==> src/rtl/syn_fifo_ctrl_pkg.sv <==
// Shared types and helpers for the syn_fifo write-side controller.
package syn_fifo_ctrl_pkg;

  typedef enum logic [2:0] {
    S_REL,
    S_RUN,
    S_DRAIN,
    S_PRST,
    S_LOAD,
    S_XREL
  } ctrl_state_e;

  localparam int unsigned X_MIN = 1;

  // X must leave room on both sides of the midpoint: X_MIN..entries/2-1.
  function automatic logic x_legal(input int unsigned x, input int unsigned entries);
    return (x >= X_MIN) && (x <= (entries / 2) - 1);
  endfunction

endpackage

==> src/rtl/rr_arbiter.sv <==
// Combinational round-robin arbiter: first eligible index at or after the pointer.
module rr_arbiter #(
  parameter int unsigned NREQ  = 4,
  parameter int unsigned PTR_W = $clog2(NREQ)
) (
  input  logic [NREQ-1:0]  i_eligible,
  input  logic [PTR_W-1:0] i_ptr,
  output logic [NREQ-1:0]  o_grant,
  output logic [PTR_W-1:0] o_ptr_nxt
);

  int unsigned w_idx;
  logic        w_found;

  // Scan from the pointer with wrap; next pointer is one past the winner.
  always_comb begin
    o_grant   = '0;
    o_ptr_nxt = i_ptr;
    w_found   = 1'b0;
    w_idx     = 0;
    for (int unsigned i = 0; i < NREQ; i++) begin
      w_idx = (32'(i_ptr) + i) % NREQ;
      if (!w_found && i_eligible[PTR_W'(w_idx)]) begin
        w_found                 = 1'b1;
        o_grant[PTR_W'(w_idx)]  = 1'b1;
        o_ptr_nxt               = PTR_W'((w_idx + 1) % NREQ);
      end
    end
  end

endmodule

==> src/rtl/syn_fifo_wr_ctrl.sv <==
// Write-side controller for one syn_fifo: round-robin write arbitration,
// almost-full throttling to requester 0, and X (AF/AE offset) programming.
module syn_fifo_wr_ctrl
  import syn_fifo_ctrl_pkg::*;
#(
  parameter int unsigned NREQ         = 4,
  parameter int unsigned DATA_WIDTH   = 8,
  parameter int unsigned FIFO_ENTRIES = 16,
  parameter int unsigned LOAD_CYCLES  = 2,
  parameter int unsigned X_DEFAULT    = 4
) (
  input  logic                       sys_clk,
  input  logic                       sys_rst,
  input  logic [NREQ-1:0]            req_valid,
  input  logic [NREQ*DATA_WIDTH-1:0] req_data,
  output logic [NREQ-1:0]            req_ready,
  input  logic                       cfg_valid,
  input  logic [DATA_WIDTH-1:0]      cfg_x,
  input  logic                       cfg_use_default,
  output logic                       cfg_ready,
  output logic                       cfg_err,
  input  logic                       fifo_full,
  input  logic                       fifo_af,
  input  logic                       fifo_empty,
  output logic                       fifo_rst_n,
  output logic                       fifo_daf,
  output logic                       fifo_wr_en,
  output logic [DATA_WIDTH-1:0]      fifo_data,
  output logic [DATA_WIDTH-1:0]      x_cur,
  output logic                       busy
);

  localparam int unsigned PTR_W = $clog2(NREQ);
  localparam int unsigned CNT_W = $clog2(LOAD_CYCLES + 1);

  ctrl_state_e           r_state;
  logic [PTR_W-1:0]      r_ptr;
  logic [CNT_W-1:0]      r_cnt;
  logic [DATA_WIDTH-1:0] r_x_tgt;
  logic                  r_tgt_dflt;
  logic [DATA_WIDTH-1:0] r_x_cur;
  logic                  r_cfg_err;

  logic [NREQ-1:0]       w_elig;
  logic [NREQ-1:0]       w_grant;
  logic [PTR_W-1:0]      w_ptr_nxt;
  logic [DATA_WIDTH-1:0] w_gnt_data;
  logic                  w_cfg_ok;

  assign w_cfg_ok = cfg_use_default || x_legal(32'(cfg_x), FIFO_ENTRIES);
  assign x_cur    = r_x_cur;
  assign cfg_err  = r_cfg_err;

  // Eligibility: AF narrows to requester 0, full or a pending cfg blocks all.
  always_comb begin
    w_elig = req_valid;
    if (fifo_af) begin
      w_elig = req_valid & NREQ'(1);
    end
    if (fifo_full || cfg_valid || (r_state != S_RUN)) begin
      w_elig = '0;
    end
  end

  rr_arbiter #(
    .NREQ  (NREQ),
    .PTR_W (PTR_W)
  ) u_arb (
    .i_eligible (w_elig),
    .i_ptr      (r_ptr),
    .o_grant    (w_grant),
    .o_ptr_nxt  (w_ptr_nxt)
  );

  // Select the granted requester's data slice.
  always_comb begin
    w_gnt_data = '0;
    for (int unsigned i = 0; i < NREQ; i++) begin
      if (w_grant[i]) begin
        w_gnt_data = w_gnt_data | req_data[i*DATA_WIDTH +: DATA_WIDTH];
      end
    end
  end

  // Controller state, RR pointer, programming target and x_cur.
  always_ff @(posedge sys_clk) begin
    if (!sys_rst) begin
      r_state    <= S_REL;
      r_ptr      <= '0;
      r_cnt      <= '0;
      r_x_tgt    <= '0;
      r_tgt_dflt <= 1'b1;
      r_x_cur    <= DATA_WIDTH'(X_DEFAULT);
      r_cfg_err  <= 1'b0;
    end else begin
      r_cfg_err <= 1'b0;
      case (r_state)
        S_REL: r_state <= S_RUN;
        S_RUN: begin
          if (cfg_valid) begin
            if (w_cfg_ok) begin
              r_x_tgt    <= cfg_use_default ? DATA_WIDTH'(X_DEFAULT) : cfg_x;
              r_tgt_dflt <= cfg_use_default;
              r_state    <= S_DRAIN;
            end else begin
              r_cfg_err <= 1'b1;
            end
          end else if (|w_grant) begin
            r_ptr <= w_ptr_nxt;
          end
        end
        S_DRAIN: begin
          if (fifo_empty) begin
            r_state <= S_PRST;
          end
        end
        S_PRST: begin
          r_cnt   <= CNT_W'(LOAD_CYCLES - 1);
          r_state <= S_LOAD;
        end
        S_LOAD: begin
          if (r_cnt == '0) begin
            r_state <= S_XREL;
          end else begin
            r_cnt <= r_cnt - CNT_W'(1);
          end
        end
        S_XREL: begin
          r_x_cur <= r_x_tgt;
          r_state <= S_RUN;
        end
        default: r_state <= S_REL;
      endcase
    end
  end

  // Per-state FIFO pin drive; grants are combinational only in S_RUN.
  always_comb begin
    fifo_rst_n = 1'b1;
    fifo_daf   = 1'b1;
    fifo_wr_en = 1'b0;
    fifo_data  = '0;
    req_ready  = '0;
    cfg_ready  = 1'b0;
    busy       = 1'b1;
    case (r_state)
      S_REL: fifo_rst_n = 1'b0;
      S_RUN: begin
        busy       = 1'b0;
        cfg_ready  = 1'b1;
        req_ready  = w_grant;
        fifo_wr_en = |w_grant;
        fifo_data  = w_gnt_data;
      end
      S_PRST: begin
        fifo_rst_n = 1'b0;
        fifo_data  = r_x_tgt;
      end
      S_LOAD: begin
        fifo_rst_n = 1'b0;
        fifo_daf   = r_tgt_dflt;
        fifo_data  = r_x_tgt;
      end
      S_XREL: begin
        fifo_daf  = r_tgt_dflt;
        fifo_data = r_x_tgt;
      end
      default: ;
    endcase
  end

endmodule

==> config.mk <==
export PLATFORM = sky130hd
export DESIGN_NAME = syn_fifo_wr_ctrl
export DESIGN_NICKNAME = d
export VERILOG_FILES = /design/src/rtl/syn_fifo_ctrl_pkg.sv /design/src/rtl/rr_arbiter.sv /design/src/rtl/syn_fifo_wr_ctrl.sv
export SDC_FILE = /design/constraint.sdc
export NUM_CORES = 1
export LEC_CHECK = 0
export BUFFER_PORTS_ARGS = -buffer_cell sky130_fd_sc_hd__buf_2
export CORE_MARGIN = 4
export CORE_UTILIZATION = 30
export CTS_CLUSTER_SIZE = 25
export DETAILED_ROUTE_END_ITERATION = 8
export GPL_ROUTABILITY_DRIVEN = 0
export PLACE_DENSITY = 0.59
export SYNTH_ARGS = -nofsm -noshare
export SYNTH_HDL_FRONTEND = slang
export SYNTH_SLANG_ARGS = --single-unit
==> constraint.sdc <==
create_clock -name sys_clk -period 3.85 [get_ports sys_clk]
set_input_delay 1.155 -clock sys_clk [delete_from_list [all_inputs] [get_ports sys_clk]]
set_output_delay 1.155 -clock sys_clk [all_outputs]
set_load 0.005 [all_outputs]
==> flow_summary.ini, run 1 <==
[global_route]
grtUsageMet1_pct = 20.4
use_met3_pct = 2.06
grt_max_degree = 18
track_usage_pct = 15.8
grt_pass1_wl_mm = 8.44
grt-ovfl-total = 0
grt_busiest_layer = met2
grt_pass1_vias = 1747
use_met2_pct = 26.9
antenna_found_initial = 0

[logic_synthesis]
synth_fp_nets = 255
synth.avg_cell_area_sq_um = 8.50
synth_async_sr_flop_share_pct = 0
synthCells = 196
synth_area_leaders = dfxtp_1 30%, ha_1 6.0%, mux2i_1 6.0%, a222oi_1 4.8%, nor2_1 4.7%
synth_edf_count = 0
ys_seq_elements = 25
synth_cell_types = 46
seq_area_frac_synth_pct = 30.0
synth_warnings = 0
synth_area_sq_mm = 0.00167
synth_top_area_share_pct = 30.0
synth-main-ff-cell = dfxtp_1
synth_top_cell_by_area = dfxtp_1

[setup_path]
worst-path-max-fanout = 6
cp-start-kind = primary input
regToRegEndpoint = r_ptr[0]$_SDFFE_PN0P_
end_kind = output pin
reg2reg_depth = 11
crit_required_ns = 2.69
rrSetupSlack_ns = 1.00
arrival_ns = 3.16
critPathKind = in2out
rr_startpoint = r_ptr[0]$_SDFFE_PN0P_
critPathLaunch = fifo_af

[power]
clockPowerShare_pct = 26.9
swShare_pct = 28.0
power.switching_uw = 160
p_per_area_mw_per_mm2 = 228
p_int_uw = 412
seq_power_share_pct = 46.5
ir_worst_vdd_v = 0.000215
combPwrFrac_pct = 26.6
power_leakage_uw = 0.00126

[route]
routedWlPerCell_um = 14.6
drt_wl_total_mm = 5.43
drtPass1Iterations = 5
antenna_left = 0
drt-initial-drc-count = 138
via_count = 1887
vias_per_cell = 5.07
drc_errors = 0

[clock_tree]
clock_sinks = 25
cts-htree-levels = 1
clkTransAtPathRegs_ns = 0.08
cts_buffers = 3
clockBufferDepth = 2
clk_latency_ns = 0.27
cts_tree = yes
cts_root_buf = clkbuf_8

[min_path]
hold_class = reg2reg
worstHoldEndpoint = r_tgt_dflt$_SDFFE_PN1P_
min_delay_path_depth = 2
min_from = r_tgt_dflt$_SDFFE_PN1P_

[timing]
worst_pin_slew_ns = 0.549
hold_viol_final = 0
slew_violations = 0
fmax_mhz = 232
setup_viol = 13
post-route-period-util_pct = 112
finClkSkew_ns = 0.00170
grt_setup_unrepaired = yes
worst_slack_ns = -0.466
period_minus_slack_ns = 4.32
relSlewSlack_pct = 63.3

[floorplan]
initial_core_util_pct = 31.8
die_y_um = 82.5
ios = 77
die_x_um = 82.5
dieArea_sq_mm = 0.00681
row_count = 26
core_sq_mm = 0.00524

[cells_and_area]
drive_above_1_share_pct = 44.7
syn_to_final_growth_pct = 50.7
nNetsFinal = 362
fin_util_pct = 47.9
diodes = 0

[place]
port_buffers = 76
dpl.hpwl_mm = 4.06
pre_cts_slack_ns = -0.601

[run_status]
violations = negative setup slack
status = finished with violations

[flow_run]
drv_cap = 0
-- power by group through the flow --
stage / combinational (uW) / sequential, uW / clock [uW]
6_report: 152 / 266 / 154
5_1_grt: 168 / 267 / 169
4_1_cts: 147 / 266 / 162
3_5_place_dp: 134 / 272 / 0
3_3_place_gp: 134 / 272 / 0
2_1_floorplan: 67.6 / 274 / 0
-- worst max-delay path: stages --
cell and delay, ns:
buf_8 0.10, nand3b_1 0.16, a21o_1 0.21, a21oi_4 0.20, mux2_4 0.32, a221o_2 0.36
buf_4 0.16, nor4_4 0.28, inv_1 0.07, buf_2 0.13
-- worst max path at each step --
stage,end,cells past startpoint,slack [ns]
3_3_place_gp,fifo_data[5],10,-0.55
6_report,fifo_wr_en,10,-0.47
4_1_cts,fifo_data[0],9,-0.41
3_5_place_dp,fifo_data[4],10,-0.60
2_1_floorplan,fifo_wr_en,7,-0.19
5_1_grt,fifo_data[0],9,-0.62
-- cells in the final DEF (no fill, tap or decap), drive strengths merged, types with 2 or more instances in the layout --
master	n
a21boi	3
a21oi	7
a221o	7
a221oi	2
a222oi	8
a22oi	9
and3	7
buf	108
clkbuf	3
clkinv	2
dfxtp	25
ha	8
inv	11
mux2	3
mux2i	10
nand2	18
nand2b	3
nand3	9
nand3b	2
nor2	21
nor3	4
nor3b	2
nor4	2
o211ai	2
o21ai	8
o2bb2ai	2
or3	4
-- per-layer routing --
| layer | routed length, um | vias to the layer above |
|---|---|---|
| li1 | - | 963 |
| met1 | 2340 | 867 |
| met2 | 2750 | 51 |
| met3 | 270 | 6 |
| met4 | 64 | 0 |
| met5 | 0 | - |
-- stage by stage --
stage          TNS, ns  power, uW  area (sq um)  instances  hold WS, ns
2_1_floorplan    -1.39        342          1690        196        0.434
3_3_place_gp     -5.18        406          2270        356        0.462
3_5_place_dp     -5.31        407          2270        356        0.471
4_1_cts          -3.68        576          2440        368        0.489
5_1_grt          -5.84        605          2510        372        0.523
6_report         -4.15        572          2510        372        0.481
-- final cells by class --
class / instances / area (sq um)
fill: 524 / 2730
multi-input combinational: 153 / 1180
timing repair buffer: 108 / 648
sequential: 25 / 500
tap: 70 / 87.6
inverter: 12 / 45.0
clock buffer: 3 / 41.3
clock inverter: 1 / 5.00
-- what timing repair did --
action | in CTS | in global routing
buffers inserted | 6 | 3
pin swaps | 11 | 13
setup endpoints to repair | 13 | 13
hold buffers | 0 | 0
endpoints found under the hold margin | 0 | 0
resized for setup | 16 | 8
cloned | 2 | 1
-- registers in the layout (all words and copies together), names as in the netlist --
name / flops
r_ptr: 2
r_state: 3
x_cur: 8
r_x_tgt: 8
r_tgt_dflt: 1
cfg_err: 1
r_cnt: 2
-- kinds of logic after synthesis --
group	Yosys count	share of synthesized area [%]
adder cells (fa/ha/maj)	8	6.01
multiplexers	13	8.03
AND/OR/NAND/NOR	77	24.9
flip-flops	25	30.0
AO/OA/AOI/OAI	53	25.5
buffers and inverters	20	5.63
-- Yosys cell counts (all sizes together), types with 2 or more instances --
cell type / count
a21boi: 3
a21oi: 7
a221o: 5
a221oi: 2
a222oi: 8
a22oi: 9
and3: 7
buf: 5
clkbuf: 3
dfxtp: 25
ha: 8
inv: 11
mux2: 3
mux2i: 10
nand2: 18
nand2b: 3
nand3: 9
nand3b: 2
nor2: 21
nor3: 4
nor3b: 2
nor4: 2
o211ai: 2
o21ai: 8
o2bb2ai: 2
or3: 4
No activity file was read; power rests on OpenSTA's default activity.
==> inputs of run 2 (changes only) <==
CORE_ASPECT_RATIO = 0.75   (was unset)
==> flow_summary.ini, run 2 (synthesis gave the netlist of run 1 again) <==
[run_status]
violations = negative setup slack
status = finished with violations

[cells_and_area]
drive_above_1_share_pct = 43.5
stdcell_count = 369
mostFrequentLayoutCells = 74 x buf_2, 25 x dfxtp_1, 21 x nor2_1, 21 x buf_4, 18 x nand2_1
layout_commonest_cell = buf_2
syn_to_final_growth_pct = 47.0
diodes = 0
n_fill_cell = 542
nNetsFinal = 354
finalInstanceArea_sq_mm = 0.00245

[power]
ir_worst_vdd_v = 0.000151
p_per_area_mw_per_mm2 = 235
power_leakage_uw = 0.00120

[route]
via_count = 1939
dr_wl_met2_mm = 2.46
routedWlPerCell_um = 15.6
vias_per_cell = 5.25
wl_met1_mm = 2.80
drc_errors = 0
wl_met3_um = 469
antenna_left = 0
highest_layer = met4
drt-initial-drc-count = 171
drtPass1Iterations = 4
drt_wl_total_mm = 5.76

[timing]
slew_violations = 0
worst_slack_ns = -0.395
finClkSkew_ns = 0.00235
hold_viol_final = 0
post-route-period-util_pct = 110
relSlewSlack_pct = 63.8
worst_pin_slew_ns = 0.542
period_minus_slack_ns = 4.24
setup_viol = 13
fmax_mhz = 236
grt_setup_unrepaired = yes

[floorplan]
dieArea_sq_mm = 0.00682
die_x_um = 94.1
die_y_um = 72.6
initial_core_util_pct = 31.1
ios = 77
core_sq_mm = 0.00535
row_count = 23

[setup_path]
cp_cell_sequence = buf_8, nand3b_1, a21o_1, a21oi_4, mux2_4, a221o_2, nor4_4, inv_1, buf_2
critPathKind = in2out
rr_startpoint = r_ptr[0]$_SDFFE_PN0P_
end_kind = output pin
cp-start-kind = primary input
critPathLaunch = fifo_af
crit_required_ns = 2.69
critPathSlowestCell = a221o_2
path_buf_inv = 3
crit_family = compound AO/OA/AOI/OAI gates
worst-path-max-fanout = 6
critical_path.max_stage_delay_ns = 0.37
arrival_ns = 3.09

[place]
post-place-cells = 356
port_buffers = 76
dpl.hpwl_mm = 4.26
pre_cts_slack_ns = -0.545
placedInstanceArea_sq_mm = 0.00224

[global_route]
grt-ovfl-total = 0
antenna_found_initial = 0
grt_max_degree = 18
grt_pass1_wl_mm = 8.85
track_usage_pct = 16.1
grt_pass1_vias = 1859

[clock_tree]
cts_root_buf = clkbuf_8
clkTransAtPathRegs_ns = 0.09
clk_latency_ns = 0.27
clockBufferDepth = 2
ctsHoldBuffers = 0
cts-htree-levels = 1
cts_buffers = 3
clock_sinks = 25
cts_tree = yes

[min_path]
hold_class = reg2reg
min_from = r_tgt_dflt$_SDFFE_PN1P_

[flow_run]
drv_cap = 0
-- run 2: changes by cell type in the layout (fill, tap and decap cells not counted), sizes merged --
| cell | previous run | this run |
|---|---|---|
| buf | 108 | 97 |
| a221o | 7 | 9 |
| clkinv | 2 | 1 |
| clkinvlp | 0 | 1 |
| nor3 | 4 | 5 |
-- run 2: repair_timing --
item,4_1_cts,5_1_grt
buffers inserted,4,0
gates cloned,4,1
gates resized for setup,15,7
endpoints found under the setup margin,13,13
pin swaps,16,9
hold endpoints to repair,0,0
-- run 2: worst min-delay path, delay by kind of cell, from the launching register on --
kind,cells,cell delay (ns)
flip-flops,1,0.33
AND/OR/NAND/NOR,2,0.12
-- run 2: per-layer routing --
metal  GRT usage [%]  vias up
li1                -      960
met1            21.0      899
met2            26.6       76
met3            5.28        4
met4            2.72        0
met5               0        -
-- run 2: final cells by class --
| type | instances | area, sq um | share of cell area [%] |
|---|---|---|---|
| Clock buffer | 3 | 41.3 | 1.69 |
| Clock inverter | 1 | 7.51 | 0.306 |
| Multi-Input combinational cell | 156 | 1210 | 49.3 |
| Timing Repair Buffer | 97 | 554 | 22.6 |
| Tap cell | 75 | 93.8 | 3.83 |
| Inverter | 12 | 45.0 | 1.84 |
| Sequential cell | 25 | 500 | 20.4 |
-- run 2: stage by stage --
step           setup TNS (ns)  power, uW  hold slack (ns)  utilization (%)
2_1_floorplan           -1.39        342            0.434                -
3_3_place_gp            -4.92        405            0.465             41.8
3_5_place_dp            -5.19        406            0.461             41.8
4_1_cts                 -3.13        577            0.487             44.9
5_1_grt                 -4.65        610            0.521             45.8
6_report                -3.42        576            0.482             45.8
-- run 2: power breakdown --
group          total [uW]  switching, uW  leakage [uW]  internal [uW]
Sequential            267           3.35      0.000202            263
Combinational         150           77.0      0.000977           72.9
Clock                 160           86.2     0.0000217           73.4
-- run 2: worst paths after layout --
check,to,slack [ns],depth (start not counted)
setup / recovery,fifo_wr_en,-0.39,9
hold / removal,r_tgt_dflt$_SDFFE_PN1P_,0.48,2
hold reg to reg,r_tgt_dflt$_SDFFE_PN1P_,0.48,2
setup reg to reg,r_ptr[0]$_SDFFE_PN0P_,0.77,12
==> inputs of run 3 (changes only) <==
CORE_UTILIZATION = 42   (was 30)
PLACE_DENSITY = 0.77   (was 0.59)
==> flow_summary.ini, run 3 (synthesis gave the netlist of run 1 again) <==
[clock_tree]
ctsHoldBuffers = 0
clk_latency_ns = 0.27
cts_root_buf = clkbuf_8
cts_tree = yes
clock_sinks = 25
clockBufferDepth = 2
clkTransAtPathRegs_ns = 0.09
cts_buffers = 3
cts-htree-levels = 1

[setup_path]
critPathKind = in2out
critPathSlowestCell = a221o_2
cp_cell_sequence = buf_8, nand3b_1, a21o_1, a21oi_4, mux2_4, a221o_2, nor4_4, inv_1, buf_2
arrival_ns = 3.10
worst-path-max-fanout = 8
end_kind = output pin
crit_required_ns = 2.69
cp-start-kind = primary input
critical_path.max_stage_delay_ns = 0.38

[global_route]
grt-ovfl-total = 0
track_usage_pct = 22.3
antenna_found_initial = 0
grt_pass1_wl_mm = 9.09
grt_max_degree = 18
grt_pass1_vias = 1924

[timing]
slew_violations = 0
period_minus_slack_ns = 4.26
hold_viol_final = 0
grt_setup_unrepaired = yes
relSlewSlack_pct = 64.9
finClkSkew_ns = 0.00164
worst_slack_ns = -0.406
setup_viol = 12
worst_pin_slew_ns = 0.524
fmax_mhz = 235
post-route-period-util_pct = 111
finalSetupTns_ns = -3.67

[route]
drtPass1Iterations = 5
drc_errors = 0
drt_wl_total_mm = 5.66
routedWlPerCell_um = 16.3
antenna_left = 0
via_count = 2031
vias_per_cell = 5.85
drt-initial-drc-count = 224

[cells_and_area]
nNetsFinal = 355
mostFrequentLayoutCells = 74 x buf_2, 25 x dfxtp_1, 21 x nor2_1
diodes = 0
syn_to_final_growth_pct = 45.7
fin_util_pct = 65.1
drive_above_1_share_pct = 44.1
layout_commonest_cell = buf_2

[power]
ir_worst_vdd_v = 0.000301
p_per_area_mw_per_mm2 = 235
power_leakage_uw = 0.00121
p_total_uw = 572

[run_status]
violations = negative setup slack
status = finished with violations

[floorplan]
core_sq_mm = 0.00373
die_x_um = 80.7
die_y_um = 62.6
dieArea_sq_mm = 0.00505
ios = 77
initial_core_util_pct = 44.7
row_count = 19

[place]
port_buffers = 76
dpl.hpwl_mm = 3.86

[flow_run]
drv_cap = 0

[min_path]
hold_class = reg2reg
run 3: cell types whose count changed in the layout (fill, tap and decap cells not counted), moves of 2 or more:
cell     delta
a221o_1     -2
a221o_2     +2
a22oi_1     +4
a22oi_2     -4
buf_4       -2
buf_6       +4
run 3: what timing repair did:
action	4_1_cts	5_1_grt
pin swaps	18	10
setup buffers	8	1
gates resized for setup	22	4
hold endpoints to repair	0	0
cloned	3	1
endpoints found under the setup margin	13	13
run 3: worst max-delay path, delay by kind of cell:
family	cells	cell delay, ns
AO/OA/AOI/OAI	3	0.81
AND/OR/NAND/NOR	2	0.49
multiplexers	1	0.34
buffers and inverters	3	0.31
run 3: per-stage QoR:
step | instances | hold slack (ns) | setup WS [ns] | cell area (sq um)
after floorplan | 196 | 0.434 | -0.190 | 1690
after global placement | 330 | 0.457 | -0.446 | 2180
after detailed placement | 330 | 0.472 | -0.534 | 2180
after CTS | 345 | 0.490 | -0.365 | 2400
after global routing | 347 | 0.533 | -0.475 | 2430
final | 347 | 0.496 | -0.406 | 2430
run 3: where the power goes:
part	leakage, uW	total (uW)	internal, uW	switching [uW]
Sequential	0.000202	267	263	3.11
Combinational	0.000986	146	70.1	76.2
Clock	0.0000217	159	73.4	85.4
Total	0.00121	572	407	165
run 3: final timing paths:
kind                                start                       to  slack [ns]  cells past startpoint
setup / recovery                  fifo_af               fifo_wr_en       -0.41                      9
hold / removal    r_tgt_dflt$_SDFFE_PN1P_  r_tgt_dflt$_SDFFE_PN1P_        0.50                      2
setup reg to reg  r_state[1]$_SDFFE_PN0P_    r_ptr[0]$_SDFFE_PN0P_        1.03                      9
hold reg to reg   r_tgt_dflt$_SDFFE_PN1P_  r_tgt_dflt$_SDFFE_PN1P_        0.50                      2
run 3: area by class of cell:
type	instances	area, sq um
well taps	52	65.1
inverters	12	45.0
fillers	319	1300
clock inverters	1	7.51
clock buffers	3	41.3
multi-input cells	155	1180
repair buffers	99	584
flip-flops and latches	25	500
run 3: metal layers:
metal | vias to the layer above | track usage, % | part of all wire, %
met4 | 0 | 7.38 | 1.9
met5 | - | 0 | 0
li1 | 958 | - | -
met3 | 12 | 5.19 | 9.4
met1 | 942 | 28.8 | 43
met2 | 119 | 36.2 | 46
